[config.mk]
export PLATFORM = sky130hd
export DESIGN_NAME = nnrv_mmio_uart_tx
export DESIGN_NICKNAME = d
export VERILOG_FILES = /design/src/rtl/nnrv_mmio_uart_tx.sv
export SDC_FILE = /design/constraint.sdc
export NUM_CORES = 1
export LEC_CHECK = 0
export BUFFER_PORTS_ARGS = -buffer_cell sky130_fd_sc_hd__buf_4
export CAP_MARGIN = 10
export CORE_MARGIN = 2
export CORE_UTILIZATION = 30
export CTS_CLUSTER_SIZE = 16
export DETAILED_ROUTE_END_ITERATION = 16
export HOLD_SLACK_MARGIN = 0.02
export SLEW_MARGIN = 10
export SYNTH_ARGS = -nofsm -noshare
export SYNTH_HDL_FRONTEND = slang
export SYNTH_SLANG_ARGS = --single-unit
[constraint.sdc]
create_clock -name i_clk -period 7.35 [get_ports i_clk]
set_input_delay 0.735 -clock i_clk [delete_from_list [all_inputs] [get_ports i_clk]]
set_output_delay 0.735 -clock i_clk [all_outputs]
set_load 0.05 [all_outputs]
[src/rtl/nnrv_mmio_uart_tx.sv]
// -----------------------------------------------------------------------------
// nnrv_mmio_uart_tx
//
// Memory-mapped 8N1 UART transmitter. It sits on the MEM-stage data-RAM bus and
// is decoded alongside the data RAM. CPU stores push bytes into a small TX FIFO,
// and a serialiser drains the FIFO onto o_tx. CPU loads return status and the
// baud divisor.
//
// Register map (word offset = addr[3:2], addr[1:0] ignored):
//   0 TXDATA  W: wr_mask[0] pushes wr_data[7:0]; reads 0
//   1 STATUS  R: {count[3:0], ovf, empty, full, busy}; W: wr_mask[0] & data[3] clears ovf
//   2 BAUDDIV RW: bits [15:0], byte-write per wr_mask[1:0]; clk cycles per bit
//   3 reserved: reads 0, writes ignored
//
// Ports:
//   i_clk      clock, all state on the rising edge
//   i_rst      asynchronous active-low reset
//   i_rd_addr  load byte address        i_rd_en   load strobe
//   i_rd_mask  load byte enables (full word is always returned)
//   o_rd_data  registered load data, 0 when no hit load in the previous cycle
//   i_wr_addr  store byte address       i_wr_en   store strobe
//   i_wr_mask  store byte enables       i_wr_data store data
//   o_tx       serial line, idle high
//   o_irq      FIFO empty and serialiser idle (registered)
// -----------------------------------------------------------------------------
module nnrv_mmio_uart_tx #(
  parameter int unsigned                  ADDR_WIDTH  = 8,
  parameter int unsigned                  XLEN        = 32,
  parameter logic [ADDR_WIDTH-1:0]        BASE_ADDR   = 8'hF0,
  parameter int unsigned                  FIFO_DEPTH  = 4,
  parameter logic [15:0]                  DEFAULT_DIV = 16'd8
) (
  input  logic                  i_clk,
  input  logic                  i_rst,
  input  logic [ADDR_WIDTH-1:0] i_rd_addr,
  input  logic                  i_rd_en,
  input  logic [3:0]            i_rd_mask,
  output logic [XLEN-1:0]       o_rd_data,
  input  logic [ADDR_WIDTH-1:0] i_wr_addr,
  input  logic                  i_wr_en,
  input  logic [3:0]            i_wr_mask,
  input  logic [XLEN-1:0]       i_wr_data,
  output logic                  o_tx,
  output logic                  o_irq
);

  localparam int unsigned PtrW = (FIFO_DEPTH > 1) ? $clog2(FIFO_DEPTH) : 1;
  localparam int unsigned CntW = $clog2(FIFO_DEPTH + 1);

  localparam logic [1:0] OffTxData = 2'd0;
  localparam logic [1:0] OffStatus = 2'd1;
  localparam logic [1:0] OffBaud   = 2'd2;

  typedef enum logic [1:0] {StIdle, StStart, StData, StStop} state_e;

  // ---------------------------------------------------------------------------
  // Bus decode
  // ---------------------------------------------------------------------------
  logic       rd_hit, wr_hit;
  logic [1:0] rd_off, wr_off;
  logic       txdata_wr, ovf_clr, baud_wr_lo, baud_wr_hi;

  assign rd_hit = i_rd_en && (i_rd_addr[ADDR_WIDTH-1:4] == BASE_ADDR[ADDR_WIDTH-1:4]);
  assign wr_hit = i_wr_en && (i_wr_addr[ADDR_WIDTH-1:4] == BASE_ADDR[ADDR_WIDTH-1:4]);
  assign rd_off = i_rd_addr[3:2];
  assign wr_off = i_wr_addr[3:2];

  assign txdata_wr  = wr_hit && (wr_off == OffTxData) && i_wr_mask[0];
  assign ovf_clr    = wr_hit && (wr_off == OffStatus) && i_wr_mask[0] && i_wr_data[3];
  assign baud_wr_lo = wr_hit && (wr_off == OffBaud) && i_wr_mask[0];
  assign baud_wr_hi = wr_hit && (wr_off == OffBaud) && i_wr_mask[1];

  // Bits of the bus that this block never looks at.
  logic unused_bits;
  assign unused_bits = ^{i_rd_mask, i_rd_addr[1:0], i_wr_addr[1:0], i_wr_mask[3:2],
                         i_wr_data[XLEN-1:16]};

  // ---------------------------------------------------------------------------
  // Registers: baud divisor and sticky overflow flag
  // ---------------------------------------------------------------------------
  logic [15:0] baud_q, baud_d;
  logic        ovf_q, ovf_d;
  logic        overflow;

  always_comb begin
    baud_d = baud_q;
    if (baud_wr_lo) baud_d[7:0]  = i_wr_data[7:0];
    if (baud_wr_hi) baud_d[15:8] = i_wr_data[15:8];
  end

  // Set beats clear when both land in the same cycle.
  always_comb begin
    ovf_d = ovf_q;
    if (ovf_clr)  ovf_d = 1'b0;
    if (overflow) ovf_d = 1'b1;
  end

  always_ff @(posedge i_clk or negedge i_rst) begin
    if (!i_rst) begin
      baud_q <= DEFAULT_DIV;
      ovf_q  <= 1'b0;
    end else begin
      baud_q <= baud_d;
      ovf_q  <= ovf_d;
    end
  end

  // ---------------------------------------------------------------------------
  // TX FIFO
  // ---------------------------------------------------------------------------
  logic [7:0]      mem_q [FIFO_DEPTH];
  logic [PtrW-1:0] wr_ptr_q, wr_ptr_d, rd_ptr_q, rd_ptr_d;
  logic [CntW-1:0] count_q, count_d;
  logic            fifo_empty, fifo_full;
  logic            push, pop;
  logic [7:0]      fifo_head;

  assign fifo_empty = (count_q == '0);
  assign fifo_full  = (count_q == CntW'(FIFO_DEPTH));
  assign fifo_head  = mem_q[rd_ptr_q];

  // A full FIFO still accepts a byte when the serialiser pops in the same cycle.
  assign push     = txdata_wr && (!fifo_full || pop);
  assign overflow = txdata_wr && fifo_full && !pop;

  always_comb begin
    wr_ptr_d = wr_ptr_q;
    rd_ptr_d = rd_ptr_q;
    count_d  = count_q;
    if (push) wr_ptr_d = wr_ptr_q + PtrW'(1);
    if (pop)  rd_ptr_d = rd_ptr_q + PtrW'(1);
    if (push && !pop)      count_d = count_q + CntW'(1);
    else if (pop && !push) count_d = count_q - CntW'(1);
  end

  always_ff @(posedge i_clk or negedge i_rst) begin
    if (!i_rst) begin
      wr_ptr_q <= '0;
      rd_ptr_q <= '0;
      count_q  <= '0;
    end else begin
      wr_ptr_q <= wr_ptr_d;
      rd_ptr_q <= rd_ptr_d;
      count_q  <= count_d;
    end
  end

  // Storage needs no reset: entries are only read once the count covers them.
  always_ff @(posedge i_clk) begin
    if (push) mem_q[wr_ptr_q] <= i_wr_data[7:0];
  end

  // ---------------------------------------------------------------------------
  // Serialiser FSM
  // ---------------------------------------------------------------------------
  state_e      state_q, state_d;
  logic [15:0] tick_q, tick_d;    // cycles spent in the current bit
  logic [15:0] div_q, div_d;      // bit period latched for the current frame
  logic [2:0]  bit_idx_q, bit_idx_d;
  logic [7:0]  shift_q, shift_d;
  logic        bit_done;
  logic        busy;

  assign bit_done = (tick_q == div_q - 16'd1);

  // State register
  always_ff @(posedge i_clk or negedge i_rst) begin
    if (!i_rst) begin
      state_q <= StIdle;
    end else begin
      state_q <= state_d;
    end
  end

  // Next-state logic
  always_comb begin
    state_d = state_q;
    unique case (state_q)
      StIdle:  if (!fifo_empty)                   state_d = StStart;
      StStart: if (bit_done)                      state_d = StData;
      StData:  if (bit_done && bit_idx_q == 3'd7) state_d = StStop;
      StStop:  if (bit_done)                      state_d = StIdle;
      default:                                    state_d = StIdle;
    endcase
  end

  // Output logic
  always_comb begin
    o_tx = 1'b1;
    busy = 1'b1;
    pop  = 1'b0;
    unique case (state_q)
      StIdle: begin
        busy = 1'b0;
        pop  = !fifo_empty;
      end
      StStart: o_tx = 1'b0;
      StData:  o_tx = shift_q[0];
      StStop:  o_tx = 1'b1;
      default: o_tx = 1'b1;
    endcase
  end

  // Frame datapath: bit timer, bit index, shift register, latched divisor.
  always_comb begin
    tick_d    = tick_q + 16'd1;
    bit_idx_d = bit_idx_q;
    shift_d   = shift_q;
    div_d     = div_q;
    if (state_q == StIdle || bit_done) tick_d = '0;
    if (pop) begin
      shift_d = fifo_head;
      // A zero divisor behaves as one cycle per bit.
      div_d   = (baud_q == 16'd0) ? 16'd1 : baud_q;
    end
    if (bit_done) begin
      if (state_q == StStart) bit_idx_d = 3'd0;
      if (state_q == StData) begin
        bit_idx_d = bit_idx_q + 3'd1;
        shift_d   = {1'b0, shift_q[7:1]};
      end
    end
  end

  always_ff @(posedge i_clk or negedge i_rst) begin
    if (!i_rst) begin
      tick_q    <= '0;
      div_q     <= 16'd1;
      bit_idx_q <= '0;
      shift_q   <= '0;
    end else begin
      tick_q    <= tick_d;
      div_q     <= div_d;
      bit_idx_q <= bit_idx_d;
      shift_q   <= shift_d;
    end
  end

  // ---------------------------------------------------------------------------
  // Interrupt: registered from next-state so it never depends on bus timing
  // beyond the edge that updates the FIFO and FSM.
  // ---------------------------------------------------------------------------
  logic irq_q;

  always_ff @(posedge i_clk or negedge i_rst) begin
    if (!i_rst) begin
      irq_q <= 1'b1;
    end else begin
      irq_q <= (count_d == '0) && (state_d == StIdle);
    end
  end

  assign o_irq = irq_q;

  // ---------------------------------------------------------------------------
  // Load path: returns pre-edge state, so a same-cycle store is not visible.
  // ---------------------------------------------------------------------------
  logic [XLEN-1:0] rd_data_q, rd_data_d;
  logic [7:0]      status;

  assign status = {4'(count_q), ovf_q, fifo_empty, fifo_full, busy};

  always_comb begin
    rd_data_d = '0;
    if (rd_hit) begin
      unique case (rd_off)
        OffStatus: rd_data_d[7:0]  = status;
        OffBaud:   rd_data_d[15:0] = baud_q;
        default:   rd_data_d       = '0;
      endcase
    end
  end

  always_ff @(posedge i_clk or negedge i_rst) begin
    if (!i_rst) begin
      rd_data_q <= '0;
    end else begin
      rd_data_q <= rd_data_d;
    end
  end

  assign o_rd_data = rd_data_q;

endmodule

==> impl_results.md <==
* Status: finished clean
* Synthesis-to-finish area growth at 19.7%
* Core area at 0.0188 mm2
* Register area share after synthesis at 54.1%
* Max-cap violations at 0
* CTS Buf Count at 17
* Clock slew at reported path FFs at 0.06 ns
* Clock Path Buffers at 2
* # DRC at 0
* Final WS setup at 3.86 ns
* Router iterations before antenna repair at 4
* Worst slack, placed at 3.92 ns
* Total Wirelength at 12200 um
* Min Clock Period, post-route at 3.49 ns
* Ports at 94
* Worst-margin pin slew at 1.26 ns
* Share of cells above drive strength 1 at 23.1%
* Die width at 143 um
* Starting Density at 30.7%
* FMAX at 0.287 GHz
* Final setup viols at 0
* WS Path Type: flop to flop
* Total GRT Usage at 12.9%
* Clock sinks at 118
* Gpl congestion at 0.840
* Hold-fix buffers at CTS at 0
* Startpoint types: flop
* Hpwl dp at 8770 um
* Vias/cell at 4.86
* Drt wl/cell at 15.3 um
* Gr ovfl total at 0
* Largest family of logic cells by synthesized area: simple AND/OR/NAND/NOR gates
* Synth cell types at 60
* Setup Fix Bufs, Post-CTS at 0
* P per Cell Area at 370 mW/mm2
* ANT cells at 0
* Synth Register Bits at 118
* Die Area at 0.0203 mm2
* Rows at 50
* Critical Path RT at 7.64 ns
* Post-synthesis compound-gate area fraction at 6.28%
* FILL cells at 1827
* Post-Synth Adder-Cell Area at 3.69%
* Reg2reg setup slack at 3.86 ns
* Net Sw Power at 0.000908 W
* Fin Clk Skew at 0.00998 ns
* Simple-gate share of the synthesized area at 16.4%
* Sw Ratio at 35.6%
* Final hold vios at 0
* Vias at 3874
* CP Max Fanout at 5
* First-pass GRT wire length at 20400 um
* Hold WC Path Type: primary input to async pin
* Max transition margin at 16.0%
* Worst r2r src: div_q[1]
* Largest net degree at the start of global routing at 82
* FF-to-FF path depth at 9
* Fraction of registers with async set/reset at 72.9%
* Cell Int Power at 0.00164 W
* Post-synthesis cell count at 495
* EDFF count, synth at 32
* Final Max Tran Viols at 0
* Antenna-violating nets left at 0
* Worst-Skew Late Latency at 0.40 ns
* LEAKAGE at 3.05 nW
* Mapped cell area at 0.00576 mm2
* Mux contribution to synthesized area at 9.88%
* Initial antenna violation count at 0
* Synth Flop Type: dfrtp_1
* Clock power frac at 31.1%
* Flop pwr share at 36.0%
* Synth Area per Inst at 11.6 um2
* Post-cts sizing count at 0
* Iter 0 DRT Violations at 131
* Synth Area in XOR/XNOR at 5.47%
* Period utilization at 47.5%
* TritonCTS clock tree: built
* Maximum VDD drop at 149 uV
* Final net count at 627
* Vias in the first global route at 3989
* R2R Path End: o_irq
* Final TNS setup at 0 ns
* RSZ-0062 raised after global routing: no
* Ys Warns at 0
* Critical path capture point type: flop
* Arrival time at the worst endpoint at 3.78 ns
* Die height at 143 um
* Logic pwr share at 32.9%
* # H-tree levels at 4
* Root Driver: clkbuf_16
* # port buffers at 51
## kinds of logic (layout without fill, tap and decap cells)
group / count (synthesis) / in the layout
xor gates and xnor gates: 36 / 36
DFF: 118 / 118
adders and majority gates: 17 / 17
muxes: 43 / 43
and+or+nand+nor: 184 / 184
AOI/OAI and AO/OA: 49 / 49
buffers and inverters: 47 / 100
other: 1 / 16
## power groups by stage
stage / sequential (W) / combinational [W] / clock [W]
floorplan: 0.000867 / 0.000691 / 0
global placement: 0.000922 / 0.000807 / 0
detailed placement: 0.000929 / 0.000837 / 0
CTS: 0.000917 / 0.000845 / 0.000808
global route: 0.000938 / 0.000928 / 0.000838
finish: 0.000917 / 0.000839 / 0.000793
## cells in the final DEF (no fill, tap or decap), types with 9 or more instances in the layout
master,count
mux2_2,31
xnor2_1,20
xor2_1,16
nor2_1,39
clkbuf_16,17
and2_1,14
ha_1,17
nand3_1,18
nand2_1,59
buf_4,52
nor4_1,9
edfxtp_1,32
inv_1,16
conb_1,16
dfrtp_1,83
## worst max-delay path by stage
stage	end	slack, ns	start
5_1_grt	o_irq	3.57	div_q[0]
3_3_place_gp	o_irq	3.95	div_q[1]
4_1_cts	o_irq	3.85	div_q[0]
6_report	o_irq	3.86	div_q[1]
2_1_floorplan	bit_idx_q[0]	4.27	div_q[1]
3_5_place_dp	o_irq	3.92	div_q[0]
## metrics by stage
step	std cells	util [%]	total power, W	area, um2	hold slack [ns]
after global routing	797	36.7	0.00270	6890	0.122
final	797	36.7	0.00255	6890	0.135
after global placement	765	33.7	0.00173	6320	0.463
after CTS	797	36.7	0.00257	6890	0.124
after detailed placement	765	33.7	0.00177	6320	0.493
after floorplan	510	-	0.00156	5820	0.439
## worst max-delay path, cell delays in order, from the launching register on
cell and delay, ns:
dfrtp_1 0.40, inv_1 0.08, ha_1 0.19, or4b_4 0.51, nand2b_1 0.19, o31ai_1 0.66
nand3_1 0.19, nor4_1 0.64, o211ai_1 0.18, a211oi_1 0.33
## routing by layer
| metal | share of wire [%] | routed length, um | track usage [%] |
|---|---|---|---|
| met2 | 49 | 6030 | 21.1 |
| met1 | 46 | 5620 | 16.7 |
| met5 | 0 | 0 | 0 |
| met4 | 0.78 | 95 | 4.06 |
| met3 | 3.7 | 456 | 3.47 |
## cell type report
class | count | area [um2] | area share, %
Clock buffer | 21 | 440 | 6.39
Clock inverter | 11 | 129 | 1.87
Inverter | 16 | 60.1 | 0.871
Multi-Input combinational cell | 345 | 2460 | 35.8
Sequential cell | 118 | 3120 | 45.2
Tap cell | 234 | 293 | 4.25
Timing Repair Buffer | 52 | 390 | 5.66
## sequential cells by signal (all words and copies together) (netlist names)
signal and flops:
baud_q 16, bit_idx_q 3, count_q 3, div_q 16, mem_q 32, o_irq 1, o_rd_data 16, ovf_q 1
rd_ptr_q 2, shift_q 8, state_q 2, tick_q 16, wr_ptr_q 2
## cells in the mapped netlist (9+ instances only)
master,n,area share [%]
nand2_1,59,3.8
edfxtp_1,32,17
and2_1,14,1.5
inv_1,16,1.0
mux2_2,31,6.1
xnor2_1,20,3.0
xor2_1,16,2.4
clkbuf_1,12,0.78
buf_4,16,2.1
dfrtp_1,83,36
nand3_1,18,1.6
nor2_1,40,2.6
nor4_1,9,0.98
ha_1,17,3.7
(Power assumes the default switching activity.)
